[config.mk]
export PLATFORM = sky130hd
export DESIGN_NAME = btn_cmd_ctrl
export DESIGN_NICKNAME = d
export VERILOG_FILES = /design/src/rtl/btn_cmd_pkg.sv /design/src/rtl/btn_debounce.sv /design/src/rtl/btn_cmd_ctrl.sv
export SDC_FILE = /design/constraint.sdc
export NUM_CORES = 1
export LEC_CHECK = 0
export ABC_AREA = 1
export CAP_MARGIN = 10
export CORE_ASPECT_RATIO = 1.25
export CORE_MARGIN = 4
export CORE_UTILIZATION = 53
export DETAILED_ROUTE_END_ITERATION = 8
export PLACE_DENSITY = 0.77
export SYNTH_ARGS = -nofsm -noshare
export SYNTH_HDL_FRONTEND = slang
export SYNTH_SLANG_ARGS = --single-unit
[constraint.sdc]
create_clock -name CLK -period 1.41 [get_ports CLK]
set_input_delay 0.3525 -clock CLK [delete_from_list [all_inputs] [get_ports CLK]]
set_output_delay 0.3525 -clock CLK [all_outputs]
set_load 0.005 [all_outputs]
[src/rtl/btn_cmd_pkg.sv]
// Shared constants and types for the push-button command controller.
package btn_cmd_pkg;

    localparam int VAL_W          = 5;
    localparam int DEF_DB_CYCLES  = 4;
    localparam int DEF_RPT_DELAY  = 16;
    localparam int DEF_RPT_PERIOD = 4;

    localparam logic [1:0] ST_IDLE   = 2'd0;
    localparam logic [1:0] ST_HOLD   = 2'd1;
    localparam logic [1:0] ST_REPEAT = 2'd2;

    // Debounced levels are ordered {up, down, load}.
    typedef struct packed {
        logic [1:0] fsm;
        logic       dir_dn;
        logic [2:0] level;
    } ctrl_dbg_t;

    function automatic int rpt_timer_w(input int delay, input int period);
        return $clog2((delay > period) ? delay : period) + 1;
    endfunction

endpackage

[src/rtl/btn_debounce.sv]
// Two-flop synchronizer, consecutive-sample debouncer and registered rising-edge detect.
module btn_debounce
    import btn_cmd_pkg::*;
#(
    parameter int DB_CYCLES = DEF_DB_CYCLES
) (
    input  logic CLK,
    input  logic RST,
    input  logic raw,
    output logic level,
    output logic press
);

    localparam int CW = $clog2(DB_CYCLES) + 1;

    logic          s1;
    logic          s2;
    logic          level_q;
    logic [CW-1:0] cnt;

    always_ff @(posedge CLK or negedge RST) begin
        if (!RST) begin
            s1      <= 1'b0;
            s2      <= 1'b0;
            level   <= 1'b0;
            level_q <= 1'b0;
            cnt     <= '0;
            press   <= 1'b0;
        end else begin
            s1      <= raw;
            s2      <= s1;
            level_q <= level;
            press   <= level & ~level_q;
            // Any sample agreeing with the current level restarts the count.
            if (s2 == level) begin
                cnt <= '0;
            end else if (cnt == CW'(DB_CYCLES - 1)) begin
                level <= s2;
                cnt   <= '0;
            end else begin
                cnt <= cnt + 1'b1;
            end
        end
    end

endmodule

[src/rtl/btn_cmd_ctrl.sv]
// Turns debounced up/down/load buttons into one-cycle counter commands with
// hold-to-repeat and limit-aware repeat suppression.
module btn_cmd_ctrl
    import btn_cmd_pkg::*;
#(
    parameter int DB_CYCLES  = DEF_DB_CYCLES,
    parameter int RPT_DELAY  = DEF_RPT_DELAY,
    parameter int RPT_PERIOD = DEF_RPT_PERIOD
) (
    input  logic             CLK,
    input  logic             RST,
    input  logic             BTN_UP,
    input  logic             BTN_DN,
    input  logic             BTN_LD,
    input  logic [VAL_W-1:0] SW_IN,
    input  logic             High,
    input  logic             Low,
    output logic             Up,
    output logic             Down,
    output logic             Load,
    output logic [VAL_W-1:0] IN,
    output ctrl_dbg_t        dbg
);

    localparam int TW = rpt_timer_w(RPT_DELAY, RPT_PERIOD);

    logic [2:0]       lvl;
    logic [2:0]       prs;
    logic [VAL_W-1:0] sw_s1;
    logic [VAL_W-1:0] sw_s2;
    logic [1:0]       state;
    logic [1:0]       state_nx;
    logic             dir_dn;
    logic             dir_dn_nx;
    logic [TW-1:0]    timer;
    logic [TW-1:0]    timer_nx;
    logic             up_nx;
    logic             dn_nx;
    logic             ld_nx;
    logic             held;
    logic             expired;

    btn_debounce #(.DB_CYCLES(DB_CYCLES)) u_db_ld (
        .CLK(CLK), .RST(RST), .raw(BTN_LD), .level(lvl[0]), .press(prs[0])
    );
    btn_debounce #(.DB_CYCLES(DB_CYCLES)) u_db_dn (
        .CLK(CLK), .RST(RST), .raw(BTN_DN), .level(lvl[1]), .press(prs[1])
    );
    btn_debounce #(.DB_CYCLES(DB_CYCLES)) u_db_up (
        .CLK(CLK), .RST(RST), .raw(BTN_UP), .level(lvl[2]), .press(prs[2])
    );

    assign held    = dir_dn ? lvl[1] : lvl[2];
    assign expired = (state == ST_HOLD) ? (timer == TW'(RPT_DELAY - 1))
                                        : (timer == TW'(RPT_PERIOD - 1));
    assign dbg     = {state, dir_dn, lvl};

    // Priority: load, then a fresh direction press, then release, then the repeat timer.
    always_comb begin
        state_nx  = state;
        dir_dn_nx = dir_dn;
        timer_nx  = timer;
        up_nx     = 1'b0;
        dn_nx     = 1'b0;
        ld_nx     = 1'b0;
        if (prs[0]) begin
            ld_nx    = 1'b1;
            state_nx = ST_IDLE;
            timer_nx = '0;
        end else if (state == ST_IDLE) begin
            if (prs[1] || prs[2]) begin
                dn_nx     = prs[1];
                up_nx     = ~prs[1];
                dir_dn_nx = prs[1];
                timer_nx  = '0;
                state_nx  = ST_HOLD;
            end
        end else if ((prs[1] && !dir_dn) || (prs[2] && dir_dn)) begin
            dn_nx     = ~dir_dn;
            up_nx     = dir_dn;
            dir_dn_nx = ~dir_dn;
            timer_nx  = '0;
            state_nx  = ST_HOLD;
        end else if (!held) begin
            state_nx = ST_IDLE;
            timer_nx = '0;
        end else if (expired) begin
            // At a counter limit the pulse is masked but the cadence keeps running.
            up_nx    = ~dir_dn & ~High;
            dn_nx    = dir_dn & ~Low;
            timer_nx = '0;
            state_nx = ST_REPEAT;
        end else begin
            timer_nx = timer + 1'b1;
        end
    end

    always_ff @(posedge CLK or negedge RST) begin
        if (!RST) begin
            state  <= ST_IDLE;
            dir_dn <= 1'b0;
            timer  <= '0;
            Up     <= 1'b0;
            Down   <= 1'b0;
            Load   <= 1'b0;
            IN     <= '0;
            sw_s1  <= '0;
            sw_s2  <= '0;
        end else begin
            state  <= state_nx;
            dir_dn <= dir_dn_nx;
            timer  <= timer_nx;
            Up     <= up_nx;
            Down   <= dn_nx;
            Load   <= ld_nx;
            sw_s1  <= SW_IN;
            sw_s2  <= sw_s1;
            if (ld_nx) begin
                IN <= sw_s2;
            end
        end
    end

endmodule

After elaboration in Yosys (flattened, before gate mapping). Cells that the tools add are included.

Flip-flop bits (word level): 50. Input bits: 12. Logic and storage cells: 107.

Eq/ne operators: 12. Mux-type cells: 36. Bitwise operators: 16. Add/sub/neg operators: 4. Reduce and logical (&&, ||, !) cells: 12.

Operator list (count): two-way mux 5 bit (6); two-way mux 1 bit (18); two-way mux 3 bit (6); two-way mux 2 bit (6); inverter 1 bit (11); adder 3 x 1 -> 3 bit, second input constant (3); == test 3 x 2 -> 1 bit, second input constant (3); AND reduction 2 bit (4); adder 5 x 1 -> 5 bit, second input constant (1); AND 1 bit (5); == test 5 x 2 -> 1 bit, second input constant (1); == test 5 x 4 -> 1 bit, second input constant (1); inequality test 5 x 1 -> 1 bit, second input constant (1); == test 1 bit (3); inequality test 3 x 1 -> 1 bit, second input constant (1); AND reduction 3 bit (1); == test 2 x 1 -> 1 bit, second input constant (1); logical AND 1 bit (2); zero test 2 bit (1); logical OR 1 bit (2); inequality test 2 x 1 -> 1 bit, second input constant (1); nonzero test 2 bit (1); zero test 1 bit (1).

Logic depth before layout (Yosys ltp). Gate-level depths: netlist of run 1.

Depth after elaboration: 7. Gate-level depth with buffers: 9.

Modules after synthesis. From an unflattened synthesis of run 1, not the netlist that was laid out.

Cell total of the unflattened synthesis: 205. Area, all modules: 2016.9 µm².

By module, submodules not included: btn_cmd_ctrl (cells each 121, area an instance 1143.6 µm², seq. area each 650.6 µm², times used 1); btn_debounce at u_db_dn ... (cells each 28, area an instance 290.3 µm², seq. area each 200.2 µm², times used 2); btn_debounce at u_db_ld (cells each 28, area an instance 292.8 µm², seq. area each 200.2 µm², times used 1).

Worst setup path after synthesis of run 1. No wires, ideal clock.

Path kind: flip-flop to flip-flop. From: reg state[0]. To: reg timer[3]. Path buffers: 1. Stages on the path, launching flop included: 7. Setup slack: 0.210 ns. Arrival time: 1.127 ns. Cell sequence: dfrtp_1 nor2_4 nand4_4 buf_6 nand3_2 nand2_1 a21oi_2.

Longest elaborated chain between the ends: 7. Elaborated cells on any way between the ends: 9. Classes of those cells: eq/ne: 2; mux: 6; reduce/logical: 1.

Ends and longest elaborated chain: from (decl) (line btn_cmd_ctrl.sv:31) `logic [1:0] state;`; from (signal assigned) (line btn_cmd_ctrl.sv:110) `state <= state_nx;`; == test 2 x 1 -> 1 bit (line btn_cmd_ctrl.sv:54) `assign expired = (state == ST_HOLD) ? (timer == TW'(RPT_DELAY - 1))`; two-way mux 1 bit (line btn_cmd_ctrl.sv:54); two-way mux 5 bit (line btn_cmd_ctrl.sv:87) `end else if (expired) begin`; two-way mux 5 bit (line btn_cmd_ctrl.sv:84) `end else if (!held) begin`; two-way mux 5 bit (line btn_cmd_ctrl.sv:78) `end else if ((prs[1] && !dir_dn) || (prs[2] && dir_dn)) begin`; two-way mux 5 bit (line btn_cmd_ctrl.sv:70) `end else if (state == ST_IDLE) begin`; two-way mux 5 bit (line btn_cmd_ctrl.sv:66) `if (prs[0]) begin`; to (signal assigned) (line btn_cmd_ctrl.sv:112) `timer <= timer_nx;`; to (decl) (line btn_cmd_ctrl.sv:35) `logic [TW-1:0] timer;`.

Several ways; a longest one is shown, not always the timed one. A chain may end at the register's enable or synchronous reset.

Worst setup path in the final report of run 1.
From: reg u_db_dn.level. To: out dbg[1] in the netlist's numbering.

RTL lines: from (decl) (line btn_debounce.sv:10) `output logic level,`; from (signal assigned) (line btn_debounce.sv:25) `level <= 1'b0;`; from (signal assigned) (line btn_debounce.sv:38) `level <= s2;`; to (decl) (line btn_cmd_ctrl.sv:22) `output ctrl_dbg_t dbg`.

No word-level cell between the ends.

==> metrics.txt, run 1 <==
# TYPE chip_impl_metric gauge
chip_impl_info{name="outcome",value="complete, no violations"} 1
chip_impl_metric{name="synth_cell_types",unit=""} 22
chip_impl_metric{name="global_route_wire_length_before_repair",unit="um"} 5975
chip_impl_info{name="critical_path.startpoint_type",value="flop"} 1
chip_impl_metric{name="place.gp.congestion",unit=""} 0.7543
chip_impl_metric{name="timing.critical_path.fanout_max",unit=""} 2
chip_impl_metric{name="cts-buffers-inserted",unit=""} 5
chip_impl_metric{name="hpwlAfterDp",unit="um"} 2527
chip_impl_info{name="most_common_cell_after_layout_fill_and_taps_aside",value="nand2_1"} 1
chip_impl_metric{name="drc",unit=""} 0
chip_impl_metric{name="sequential_to_total_area_share_from_yosys_stat",unit="%"} 63.78
chip_impl_info{name="regToRegStartpoint",value="state[0]"} 1
chip_impl_metric{name="ios",unit=""} 26
chip_impl_info{name="cts_tree",value="yes"} 1
chip_impl_metric{name="leakage",unit="uW"} 0.001182
chip_impl_metric{name="power_per_cell_area",unit="nW/um^2"} 1909
chip_impl_metric{name="fin_worst_skew",unit="ns"} 0.01215
chip_impl_metric{name="total_power",unit="uW"} 4570
chip_impl_metric{name="worstPathRequired",unit="ns"} 1.06
chip_impl_metric{name="groute.layer.met3.usage",unit="%"} 4.277
chip_impl_metric{name="netlist_instances",unit=""} 188
chip_impl_metric{name="clkSlewWorstSetupHoldPaths",unit="ns"} 0.09
chip_impl_info{name="ctsRootBufferMaster",value="clkbuf_8"} 1
chip_impl_info{name="final_cell_mix",value="nand2_1 (50), dfrtp_1 (49), inv_1 (19), dlygate4sd2_1 (14)"} 1
chip_impl_metric{name="n_antenna_cell",unit=""} 0
chip_impl_metric{name="maxSlewHeadroom",unit="%"} 77.90
chip_impl_metric{name="clock_sinks",unit=""} 50
chip_impl_metric{name="multi_input_area",unit="um^2"} 609.3
chip_impl_metric{name="synth_compound_area_share",unit="%"} 4.528
chip_impl_metric{name="cp_data_arrival_time",unit="ns"} 0.97
chip_impl_metric{name="postRouteWirelength",unit="um"} 3567
chip_impl_metric{name="fillerInstances",unit=""} 300
chip_impl_metric{name="final.min_clock_period",unit="ns"} 1.322
chip_impl_metric{name="dr.first_iter.drc_count",unit=""} 69
chip_impl_metric{name="synth-warning-count",unit=""} 0
chip_impl_metric{name="timing.reg2reg.worst_path_depth",unit=""} 7
chip_impl_metric{name="cap_viol_max_count",unit=""} 0
chip_impl_metric{name="synth_area",unit="um^2"} 1962
chip_impl_metric{name="chipWidth",unit="um"} 62.42
chip_impl_metric{name="fp.coreArea",unit="um^2"} 3543
chip_impl_metric{name="dieArea",unit="um^2"} 4745
chip_impl_metric{name="ir_drop",unit="mV"} 1.042
chip_impl_metric{name="grt_overflow",unit=""} 0
chip_impl_info{name="critical_path_class",value="flop to primary output"} 1
chip_impl_metric{name="seqCellArea",unit="um^2"} 1252
chip_impl_metric{name="fmaxAchievable",unit="MHz"} 756.7
chip_impl_metric{name="post-route-cell-area",unit="um^2"} 2394
chip_impl_metric{name="grtUsageTotal",unit="%"} 16.05
chip_impl_metric{name="nNetsFinal",unit=""} 241
chip_impl_metric{name="post_synth_and_or_nand_nor_area_fraction",unit="%"} 21.05
chip_impl_metric{name="syn_to_final_growth",unit="%"} 22.00
chip_impl_metric{name="final_max_slew_viol_count",unit=""} 0
chip_impl_metric{name="port-buffer-count",unit=""} 25
chip_impl_metric{name="rows",unit=""} 24
chip_impl_metric{name="initial_core_util",unit="%"} 55.37
chip_impl_info{name="grt.busiest_layer",value="met2"} 1
chip_impl_info{name="cpMaxStageDelayCell",value="dfrtp_1"} 1
chip_impl_info{name="endpoint_kind",value="primary output"} 1
chip_impl_metric{name="synth.avg_cell_area",unit="um^2"} 10.44
chip_impl_metric{name="crit_buf_inv",unit=""} 1
chip_impl_info{name="min-delay-path-class",value="input pin to asynchronous set/reset pin"} 1
chip_impl_metric{name="gr-usage-met2",unit="%"} 29.24
chip_impl_metric{name="global_route.usage.met1",unit="%"} 17.05
chip_impl_metric{name="routed_via_density",unit=""} 5.064
chip_impl_metric{name="finalSetupViolCount",unit=""} 0
chip_impl_metric{name="routed_wire_length_per_instance",unit="um"} 13.46
chip_impl_metric{name="first_global_vias",unit=""} 1389
chip_impl_metric{name="synth_mux_area_share",unit="%"} 0
chip_impl_metric{name="num_vias",unit=""} 1342
chip_impl_metric{name="synth_xor_xnor_area_share",unit="%"} 1.786
chip_impl_info{name="crit_path_cell_trace",value="dlygate4sd2_1"} 1
chip_impl_metric{name="final_layout_size_suffix_gt1_share",unit="%"} 15.93
chip_impl_metric{name="grt_max_degree",unit=""} 51
chip_impl_metric{name="htreeDepth",unit=""} 2
chip_impl_metric{name="route.antenna.remaining_nets",unit=""} 0
chip_impl_info{name="worstReg2RegEnd",value="dir_dn"} 1
chip_impl_metric{name="die_height",unit="um"} 76.03
chip_impl_metric{name="antenna_violations_before_repair",unit=""} 0
chip_impl_metric{name="synth_fp_nets",unit=""} 204
chip_impl_metric{name="final-hold-violation-count",unit=""} 0
chip_impl_metric{name="clk_latency",unit="ns"} 0.30
chip_impl_metric{name="r2r_setup_slack",unit="ns"} 0.09
chip_impl_metric{name="synth_adder_area_share",unit="%"} 2.551
chip_impl_metric{name="final_min_period_over_clock_period",unit="%"} 93.73
chip_impl_metric{name="dpl_cell_area",unit="um^2"} 2272
chip_impl_metric{name="worst_max_slew_pin_slew",unit="ns"} 0.3289
chip_impl_info{name="timing.critical_path.max_delay_family",value="flip-flops"} 1
chip_impl_metric{name="drt_pre_antenna_iters",unit=""} 5
chip_impl_metric{name="clock_tree.buffer_depth",unit=""} 2
chip_impl_metric{name="cp_slowest_stage_delay",unit="ns"} 0.41
chip_impl_metric{name="postSynthRegisterBits",unit=""} 50
chip_impl_info{name="largest_family_of_logic_cells_by_synthesized_area",value="simple AND/OR/NAND/NOR gates"} 1
## worst register-to-register path, cell delays in order, from the launching register on
cell	delay (ns)
dfrtp_2	0.41
buf_4	0.16
nor2_4	0.18
buf_4	0.17
nand3_1	0.07
nand3_1	0.13
nand2_1	0.06
o21ai_0	0.07
## routing by layer
metal  part of all wire (%)  up-vias
met3                    3.5        7
met5                      0        -
met4                    2.2        0
met1                     39      653
met2                     55       21
li1                       -      661
## logic make-up (layout without fill, tap and decap cells)
logic type | Yosys count | in the layout
simple gates | 87 | 88
xor+xnor | 4 | 4
buf+inv | 27 | 64
flops | 50 | 50
fa+ha+maj | 4 | 4
compound gates | 16 | 16
## state kept, by name, summed over array words and instances (netlist names), 2 cells and up
signal       count
sw_s1            5
sw_s2            5
state            2
u_db_ld.cnt      3
u_db_dn.cnt      3
timer            5
IN               5
u_db_up.cnt      3
## cell type report
type	count	share of cell area [%]
inverter	22	3.450
tap	39	2.039
clock buffer	5	2.875
timing repair buffer	34	12.86
sequential	50	52.33
multi-input combinational	112	25.46
clock inverter	3	0.9932
## per-stage QoR
step / TNS, ns / setup WS, ns / instances / util, % / hold slack (ns)
2_1_floorplan: 0 / 0.2098 / 188 / - / 0.05691
5_1_grt: -0.01318 / -0.007264 / 265 / 67.55 / 0.02564
3_5_place_dp: 0 / 0.02954 / 253 / 64.12 / 0.3347
4_1_cts: 0 / 0.009617 / 264 / 66.91 / 0.02297
6_report: 0 / 0.08840 / 265 / 67.55 / 0.01797
3_3_place_gp: 0 / 0.09294 / 253 / 64.12 / 0.3327
## power by group
group	internal (uW)	total [uW]	leakage, uW	switching (uW)
Clock	355	832	0.0000408	477
Sequential	1800	1980	0.000625	182
Combinational	725	1760	0.000516	1030
Total	2880	4570	0.00118	1690
## synthesized netlist by cell type
master	instances	share of area, %
a21oi_2	2	0.89
xnor2_1	3	1.3
nand2_2	2	0.64
ha_1	4	2.6
dfrtp_1	50	64
a21oi_1	8	2.0
nor3_1	7	1.8
nand3_1	8	2.0
nor3b_1	1	0.38
nor2_4	2	1.1
o21ai_0	5	1.3
buf_6	1	0.57
nand2_4	1	0.57
inv_1	19	3.6
xor2_1	1	0.45
nand2_1	50	9.6
nand4_4	1	1.1
o22ai_1	1	0.32
nor2_1	12	2.3
inv_2	3	0.57
nand3_2	3	1.5
buf_4	4	1.5
## worst max path at each step
stage | startpoint | endpoint | slack [ns] | depth (start not counted)
final | u_db_dn.level | dbg[1] | 0.09 | 1
after floorplan | state[0] | timer[3] | 0.21 | 6
after global routing | timer[1] | Up | -0.007 | 7
after global placement | state[0] | dbg[4] | 0.09 | 1
after CTS | timer[0] | Up | 0.01 | 7
after detailed placement | timer[0] | Up | 0.03 | 7
## what timing repair did
item / CTS / global route
buffers inserted: 3 / 0
endpoints found under the setup margin: 14 / 5
pin swaps: 0 / 0
cloned: 0 / 1
hold buffers: 0 / 0
gates resized for setup: 15 / 3
No activity file was read; power rests on OpenSTA's default activity.
==> run 2: changes to the inputs <==
- SETUP_SLACK_MARGIN: default -> 0.3
==> run 2 against run 1 <==
Compared with the run above:
- combinational power is 30% higher
- via count is 8.8% higher
- power up 19%
- first-iteration DRC count decreased by 16%
- largest cell class unchanged
- die area stayed put
- critical path depth grew 6
==> metrics.txt, run 2 (synthesis results as in run 1) <==
# TYPE chip_impl_metric gauge
chip_impl_info{name="outcome",value="complete, no violations"} 1
chip_impl_metric{name="drt_pre_antenna_iters",unit=""} 4
chip_impl_metric{name="routed_via_density",unit=""} 5.196
chip_impl_info{name="cts_tree",value="yes"} 1
chip_impl_metric{name="route.antenna.remaining_nets",unit=""} 0
chip_impl_metric{name="place.gp.congestion",unit=""} 0.8772
chip_impl_metric{name="grt_max_degree",unit=""} 29
chip_impl_metric{name="num_vias",unit=""} 1460
chip_impl_metric{name="finalSetupViolCount",unit=""} 0
chip_impl_metric{name="final.setup.tns",unit="ns"} 0
chip_impl_metric{name="comb_power_share",unit="%"} 41.8
chip_impl_metric{name="final.min_clock_period",unit="ns"} 1.323
chip_impl_metric{name="fp.coreArea",unit="um^2"} 3543
chip_impl_metric{name="n_antenna_cell",unit=""} 0
chip_impl_metric{name="ir_drop",unit="mV"} 1.190
chip_impl_metric{name="worst_max_slew_pin_slew",unit="ns"} 0.4423
chip_impl_metric{name="fmaxAchievable",unit="MHz"} 756.1
chip_impl_metric{name="final_layout_size_suffix_gt1_share",unit="%"} 34.71
chip_impl_metric{name="leakage",unit="uW"} 0.001277
chip_impl_metric{name="fillerInstances",unit=""} 247
chip_impl_metric{name="die_height",unit="um"} 76.03
chip_impl_metric{name="global_route_wire_length_before_repair",unit="um"} 6430
chip_impl_metric{name="final_worst_path_setup_slack",unit="ns"} 0.08734
chip_impl_metric{name="p_clk_share",unit="%"} 21.8
chip_impl_metric{name="postRouteWirelength",unit="um"} 3752
chip_impl_metric{name="sequentialPowerShare",unit="%"} 36.4
chip_impl_metric{name="drc",unit=""} 0
chip_impl_metric{name="hold-path-cell-count",unit=""} 0
chip_impl_metric{name="worstPathRequired",unit="ns"} 1.63
chip_impl_metric{name="rows",unit=""} 24
chip_impl_metric{name="power_per_cell_area",unit="nW/um^2"} 2086
chip_impl_metric{name="final_max_slew_viol_count",unit=""} 0
chip_impl_metric{name="cellInternalPower",unit="uW"} 3579
chip_impl_metric{name="grt_overflow",unit=""} 0
chip_impl_metric{name="maxSlewHeadroom",unit="%"} 70.51
chip_impl_metric{name="port-buffer-count",unit=""} 25
chip_impl_metric{name="cts-buffers-inserted",unit=""} 5
chip_impl_metric{name="pre_cts_slack",unit="ns"} 0.08564
chip_impl_metric{name="cap_viol_max_count",unit=""} 0
chip_impl_metric{name="timing.reg2reg.worst_path_depth",unit=""} 7
chip_impl_metric{name="htreeDepth",unit=""} 2
chip_impl_info{name="ctsRootBufferMaster",value="clkbuf_8"} 1
chip_impl_metric{name="post-route-cell-area",unit="um^2"} 2609
chip_impl_metric{name="total_power",unit="uW"} 5442
chip_impl_info{name="most_common_cell_after_layout_fill_and_taps_aside",value="dfrtp_1"} 1
chip_impl_metric{name="grtUsageTotal",unit="%"} 16.97
chip_impl_metric{name="cp_data_arrival_time",unit="ns"} 1.55
chip_impl_metric{name="fin_worst_skew",unit="ns"} 0.002726
chip_impl_info{name="critical_path_class",value="flop to flop"} 1
chip_impl_metric{name="routed_wire_length_per_instance",unit="um"} 13.35
chip_impl_info{name="final_cell_mix",value="dfrtp_1 (49), nand2_1 (39), inv_1 (17), buf_4 (17), buf_2 (15)"} 1
chip_impl_metric{name="timing.critical_path.fanout_max",unit=""} 3
chip_impl_metric{name="syn_to_final_growth",unit="%"} 32.97
chip_impl_metric{name="final-hold-violation-count",unit=""} 0
chip_impl_metric{name="clkSlewWorstSetupHoldPaths",unit="ns"} 0.08
chip_impl_metric{name="switching_share",unit="%"} 34.23
chip_impl_metric{name="ios",unit=""} 26
chip_impl_metric{name="nNetsFinal",unit=""} 257
chip_impl_metric{name="clk_latency",unit="ns"} 0.29
chip_impl_info{name="endpoint_kind",value="flop"} 1
chip_impl_metric{name="switchingPower",unit="uW"} 1862
chip_impl_metric{name="dr.first_iter.drc_count",unit=""} 58
chip_impl_metric{name="chipWidth",unit="um"} 62.42
chip_impl_info{name="critical_path.startpoint_type",value="flop"} 1
chip_impl_metric{name="dpl_cell_area",unit="um^2"} 2292
chip_impl_metric{name="clock_tree.buffer_depth",unit=""} 2
chip_impl_metric{name="dieArea",unit="um^2"} 4745
chip_impl_metric{name="final_min_period_over_clock_period",unit="%"} 93.81
chip_impl_info{name="min-delay-path-class",value="flop to flop"} 1
chip_impl_info{name="grt_setup_unrepaired",value="true"} 1
chip_impl_metric{name="hpwlAfterDp",unit="um"} 2476
chip_impl_metric{name="antenna_violations_before_repair",unit=""} 0
chip_impl_metric{name="first_global_vias",unit=""} 1541
chip_impl_metric{name="clock_sinks",unit=""} 50
chip_impl_metric{name="initial_core_util",unit="%"} 55.37
==> run 2: area by class of cell <==
| cell class | instances | area [um^2] | area share, % |
|---|---|---|---|
| Inverter | 22 | 87.58 | 3.357 |
| Clock inverter | 2 | 60.06 | 2.302 |
| Multi-Input combinational cell | 112 | 676.9 | 25.95 |
| Clock buffer | 6 | 82.58 | 3.165 |
| Tap cell | 39 | 48.80 | 1.871 |
| Sequential cell | 50 | 1252 | 48.01 |
| Timing Repair Buffer | 50 | 400.4 | 15.35 |
==> run 2: path summary, 6_finish.rpt <==
path | start | slack, ns | end
max | timer[0] | 0.09 | Up
min | sw_s1[4] | 0.35 | sw_s2[4]
max reg2reg | timer[0] | 0.09 | Up
min reg2reg | sw_s1[4] | 0.35 | sw_s2[4]
max in group asynchronous | RST | 0.40 | sw_s2[3]
min in group asynchronous | RST | 0.53 | u_db_up.cnt[1]
==> run 2: metrics by stage <==
step | cells | util, % | hold WS, ns
4_1_cts | 274 | 70.69 | 0.3563
2_1_floorplan | 188 | - | 0.05691
5_1_grt | 281 | 73.62 | 0.3599
6_report | 281 | 73.62 | 0.3521
3_3_place_gp | 255 | 64.69 | 0.3074
3_5_place_dp | 255 | 64.69 | 0.3140
==> run 2: layer usage <==
metal | track usage (%) | up-vias | routed length [um]
met3 | 4.720 | 9 | 141
met4 | 5.960 | 0 | 43
li1 | - | 693 | -
met5 | 0 | - | 0
met2 | 32.23 | 36 | 2105
met1 | 17.47 | 722 | 1461
==> run 2: timing repair <==
item / CTS / global route
endpoints found under the hold margin: 16 / 0
hold buffers: 1 / 0
pin swaps: 8 / 10
buffers inserted: 9 / 7
gates resized for setup: 71 / 16
endpoints found under the setup margin: 24 / 24
gates cloned: 1 / 0
==> run 2: power groups by stage <==
| stage | Clock (uW) | Combinational [uW] | Sequential [uW] |
|---|---|---|---|
| after CTS | 1220 | 2000 | 1970 |
| after detailed placement | 0 | 1760 | 2030 |
| after global routing | 1290 | 2520 | 2030 |
| final | 1190 | 2280 | 1980 |
| after global placement | 0 | 1660 | 2010 |
| after floorplan | 0 | 1050 | 2060 |
==> run 2: critical path: stages (launching register included) <==
cell and delay [ns]:
dfrtp_1 0.36, ha_2 0.21, inv_2 0.05, nor2_2 0.11, nand2_1 0.08, nor2_2 0.16
nand3_1 0.12, a21oi_2 0.16
==> run 3: changes to the inputs <==
- CORE_UTILIZATION: 53 -> 58
- PLACE_DENSITY: 0.77 -> 0.83
- SYNTH_HIERARCHICAL: default -> 1
- clock period: 1.41 -> 1.65 ns (I/O delays scaled with it)
==> run 3 against run 2 <==
Compared with the run above:
- count of clock-buffer cells in the layout up 1
- highest routed layer unchanged
- design area decreased by 4.2%
- via count down 3.2%
- clock skew grew 0.0021 ns
- critical path type is now flop to primary output
- area after synthesis is 2.8% higher
- final cell count increased by 1.8%
- first-iteration DRC count is 38% lower
==> metrics.txt, run 3 <==
# TYPE chip_impl_metric gauge
chip_impl_metric{name="die_height",unit="um"} 73.93
chip_impl_info{name="cts_tree",value="yes"} 1
chip_impl_metric{name="chipWidth",unit="um"} 60.75
chip_impl_metric{name="first_global_vias",unit=""} 1366
chip_impl_info{name="netlist.top_cell.by_area",value="dfrtp_1"} 1
chip_impl_metric{name="synthArstFlopShare",unit="%"} 100.0
chip_impl_info{name="cpMaxStageDelayCell",value="dfrtp_1"} 1
chip_impl_metric{name="synth.avg_cell_area",unit="um^2"} 9.839
chip_impl_metric{name="synth_area",unit="um^2"} 2017
chip_impl_metric{name="cellInternalPower",unit="uW"} 2580
chip_impl_metric{name="final_worst_path_setup_slack",unit="ns"} 0.3365
chip_impl_metric{name="groute.layer.met3.usage",unit="%"} 4.861
chip_impl_metric{name="power_per_cell_area",unit="nW/um^2"} 1601
chip_impl_info{name="post-synth-top-count-cell",value="nand2_1"} 1
chip_impl_metric{name="multi_input_area",unit="um^2"} 665.6
chip_impl_metric{name="sequential_to_total_area_share_from_yosys_stat",unit="%"} 62.03
chip_impl_info{name="most_common_cell_after_layout_fill_and_taps_aside",value="nand2_1"} 1
chip_impl_metric{name="switching_share",unit="%"} 35.52
chip_impl_metric{name="count_of_flip_flops_with_a_built_in_enable_after_synthesis",unit=""} 0
chip_impl_metric{name="grtUsageTotal",unit="%"} 16.91
chip_impl_metric{name="comb_power_share",unit="%"} 39.6
chip_impl_metric{name="n_antenna_cell",unit=""} 0
chip_impl_info{name="critical_path_class",value="flop to primary output"} 1
chip_impl_metric{name="switchingPower",unit="uW"} 1421
chip_impl_metric{name="crit_buf_inv",unit=""} 1
chip_impl_info{name="critical_path.startpoint_type",value="flop"} 1
chip_impl_metric{name="fp.coreArea",unit="um^2"} 3281
chip_impl_metric{name="antenna_violations_before_repair",unit=""} 0
chip_impl_info{name="grt_setup_unrepaired",value="true"} 1
chip_impl_metric{name="final-hold-violation-count",unit=""} 0
chip_impl_metric{name="ios",unit=""} 26
chip_impl_metric{name="synth_cell_types",unit=""} 21
chip_impl_info{name="crit_path_cell_trace",value="clkdlybuf4s15_1"} 1
chip_impl_metric{name="clock_tree.buffer_depth",unit=""} 2
chip_impl_metric{name="fin_worst_skew",unit="ns"} 0.004808
chip_impl_metric{name="global_route_wire_length_before_repair",unit="um"} 5568
chip_impl_metric{name="cap_viol_max_count",unit=""} 0
chip_impl_metric{name="final_min_period_over_clock_period",unit="%"} 79.61
chip_impl_metric{name="clk_latency",unit="ns"} 0.29
chip_impl_metric{name="cp_slowest_stage_delay",unit="ns"} 0.40
chip_impl_metric{name="postSynthRegisterBits",unit=""} 50
chip_impl_metric{name="synth-warning-count",unit=""} 6
chip_impl_metric{name="clock_sinks",unit=""} 50
chip_impl_metric{name="final.setup.tns",unit="ns"} 0
chip_impl_metric{name="seqCellArea",unit="um^2"} 1254
chip_impl_info{name="endpoint_kind",value="primary output"} 1
chip_impl_metric{name="drc",unit=""} 0
chip_impl_metric{name="worst_max_slew_pin_slew",unit="ns"} 0.2506
chip_impl_metric{name="holdBufCountCts",unit=""} 0
chip_impl_metric{name="drt_pre_antenna_iters",unit=""} 4
chip_impl_metric{name="cp_data_arrival_time",unit="ns"} 0.90
chip_impl_metric{name="leakage",unit="uW"} 0.001247
chip_impl_metric{name="p_clk_share",unit="%"} 17.6
chip_impl_metric{name="finalSetupViolCount",unit=""} 0
chip_impl_metric{name="final_layout_size_suffix_gt1_share",unit="%"} 21.69
chip_impl_info{name="ctsRootBufferMaster",value="clkbuf_8"} 1
chip_impl_metric{name="num_vias",unit=""} 1414
chip_impl_metric{name="finalCoreUtilization",unit="%"} 76.16
chip_impl_metric{name="routed_via_density",unit=""} 4.944
chip_impl_metric{name="final_max_slew_viol_count",unit=""} 0
chip_impl_metric{name="syn_to_final_growth",unit="%"} 23.88
chip_impl_metric{name="fillerInstances",unit=""} 241
chip_impl_metric{name="fmaxAchievable",unit="MHz"} 761.3
chip_impl_metric{name="clkSlewWorstSetupHoldPaths",unit="ns"} 0.08
chip_impl_metric{name="post-route-cell-area",unit="um^2"} 2499
chip_impl_metric{name="place.gp.congestion",unit=""} 0.7742
chip_impl_metric{name="routed_wire_length_per_instance",unit="um"} 11.47
chip_impl_metric{name="gr-usage-met2",unit="%"} 29.61
chip_impl_metric{name="route.antenna.remaining_nets",unit=""} 0
chip_impl_metric{name="maxSlewHeadroom",unit="%"} 83.18
chip_impl_metric{name="port-buffer-count",unit=""} 25
chip_impl_metric{name="timing.critical_path.fanout_max",unit=""} 2
chip_impl_metric{name="dieArea",unit="um^2"} 4491
chip_impl_metric{name="nNetsFinal",unit=""} 264
chip_impl_metric{name="rows",unit=""} 23
chip_impl_metric{name="dr.first_iter.drc_count",unit=""} 36
chip_impl_info{name="synth_commonest_cells",value="nand2_1 (58), dfrtp_1 (50), nor2_1 (25)"} 1
chip_impl_metric{name="grt_overflow",unit=""} 0
chip_impl_metric{name="cts-buffers-inserted",unit=""} 5
chip_impl_info{name="timing.critical_path.max_delay_family",value="flip-flops"} 1
chip_impl_metric{name="initial_core_util",unit="%"} 61.48
chip_impl_metric{name="sequentialPowerShare",unit="%"} 42.8
chip_impl_metric{name="netlist_instances",unit=""} 205
chip_impl_metric{name="global_route.usage.met1",unit="%"} 19.03
chip_impl_metric{name="postRouteWirelength",unit="um"} 3280
chip_impl_metric{name="worstPathRequired",unit="ns"} 1.24
chip_impl_metric{name="grt_max_degree",unit=""} 51
chip_impl_metric{name="pre_cts_slack",unit="ns"} 0.2761
chip_impl_info{name="outcome",value="complete, no violations"} 1
chip_impl_metric{name="yosysTopAreaCellShare",unit="%"} 62.03
chip_impl_metric{name="htreeDepth",unit=""} 2
chip_impl_info{name="grt.busiest_layer",value="met2"} 1
chip_impl_metric{name="final.min_clock_period",unit="ns"} 1.314
chip_impl_metric{name="ir_drop",unit="mV"} 1.175
chip_impl_info{name="yosys-top-cells-area",value="dfrtp_1 (62%), nand2_1 (11%), nor2_1 (4.7%)"} 1
chip_impl_info{name="final_cell_mix",value="nand2_1 (58), dfrtp_1 (48), nor2_1 (23), inv_1 (20), buf_4 (12)"} 1
chip_impl_info{name="min-delay-path-class",value="input pin to asynchronous set/reset pin"} 1
chip_impl_info{name="synth-main-ff-cell",value="dfrtp_1"} 1
chip_impl_metric{name="hpwlAfterDp",unit="um"} 2357
chip_impl_metric{name="dpl_cell_area",unit="um^2"} 2317
chip_impl_metric{name="synth_fp_nets",unit=""} 221
[run 3: cell count changes in the layout (fill, tap and decap cells not counted), sizes merged, moves of 2 or more]
cell | previous run | this run
clkbuf | 6 | 9
nand2 | 53 | 69
nor2 | 14 | 28
inv | 22 | 27
buf | 39 | 15
nor3 | 7 | 1
bufinv | 2 | 0
clkdlybuf4s15 | 0 | 11
xnor2 | 3 | 0
nand4 | 2 | 0
a21oi | 10 | 3
[run 3: cells by family after synthesis]
family / after synthesis / share of synthesized area (%)
adder cells (fa/ha/maj): 4 / 2.481
buffers and inverters: 29 / 5.955
flip-flops: 50 / 62.03
AO/OA/AOI/OAI: 9 / 2.295
XOR/XNOR: 2 / 0.8686
AND/OR/NAND/NOR: 111 / 26.36
[run 3: what timing repair did]
| action | in CTS | in global routing |
|---|---|---|
| gates cloned | 0 | 0 |
| endpoints found under the setup margin | 14 | 16 |
| setup buffers | 8 | 3 |
| pin swaps | 0 | 5 |
| gates resized for setup | 27 | 16 |
| endpoints found under the hold margin | 0 | 0 |
[run 3: final timing paths]
kind                            depth (start not counted)       endpoint     start  slack [ns]
worst max register to register                          6       timer[4]  timer[0]        0.38
max in group asynchronous                               2  u_db_ld/press       RST        1.33
worst max-delay path                                    1          IN[4]     IN[4]        0.34
min in group CLK                                        0       sw_s2[1]  sw_s1[1]        0.35
worst min register to register                          0       sw_s2[1]  sw_s1[1]        0.35
worst min-delay path                                    2           Down       RST        0.08
[run 3: power groups by stage]
stage | logic (uW) | registers (uW) | clock network [uW]
finish | 1580 | 1710 | 704
global route | 1800 | 1750 | 768
CTS | 1550 | 1710 | 721
detailed placement | 1420 | 1800 | 0
global placement | 1380 | 1790 | 0
floorplan | 931 | 1750 | 0
[run 3: cell type report]
cell class | instances | share of cell area (%)
sequential | 50 | 50.18
multi-input combinational | 126 | 26.64
tap | 37 | 1.853
clock buffer | 7 | 3.455
timing repair buffer | 38 | 13.62
clock inverter | 1 | 0.2003
inverter | 27 | 4.056
[run 3: stage by stage]
step | hold slack [ns] | power (uW) | cells
finish | 0.08266 | 4001 | 286
global route | 0.09826 | 4318 | 286
CTS | 0.09078 | 3981 | 283
detailed placement | 0.3362 | 3221 | 267
global placement | 0.3323 | 3172 | 267
floorplan | 0.1169 | 2683 | 205
[run 3: per-layer routing]
layer,part of all wire [%],vias up
met4,2.6,0
met2,53,26
li1,-,708
met3,5.1,8
met5,0,-
met1,39,672
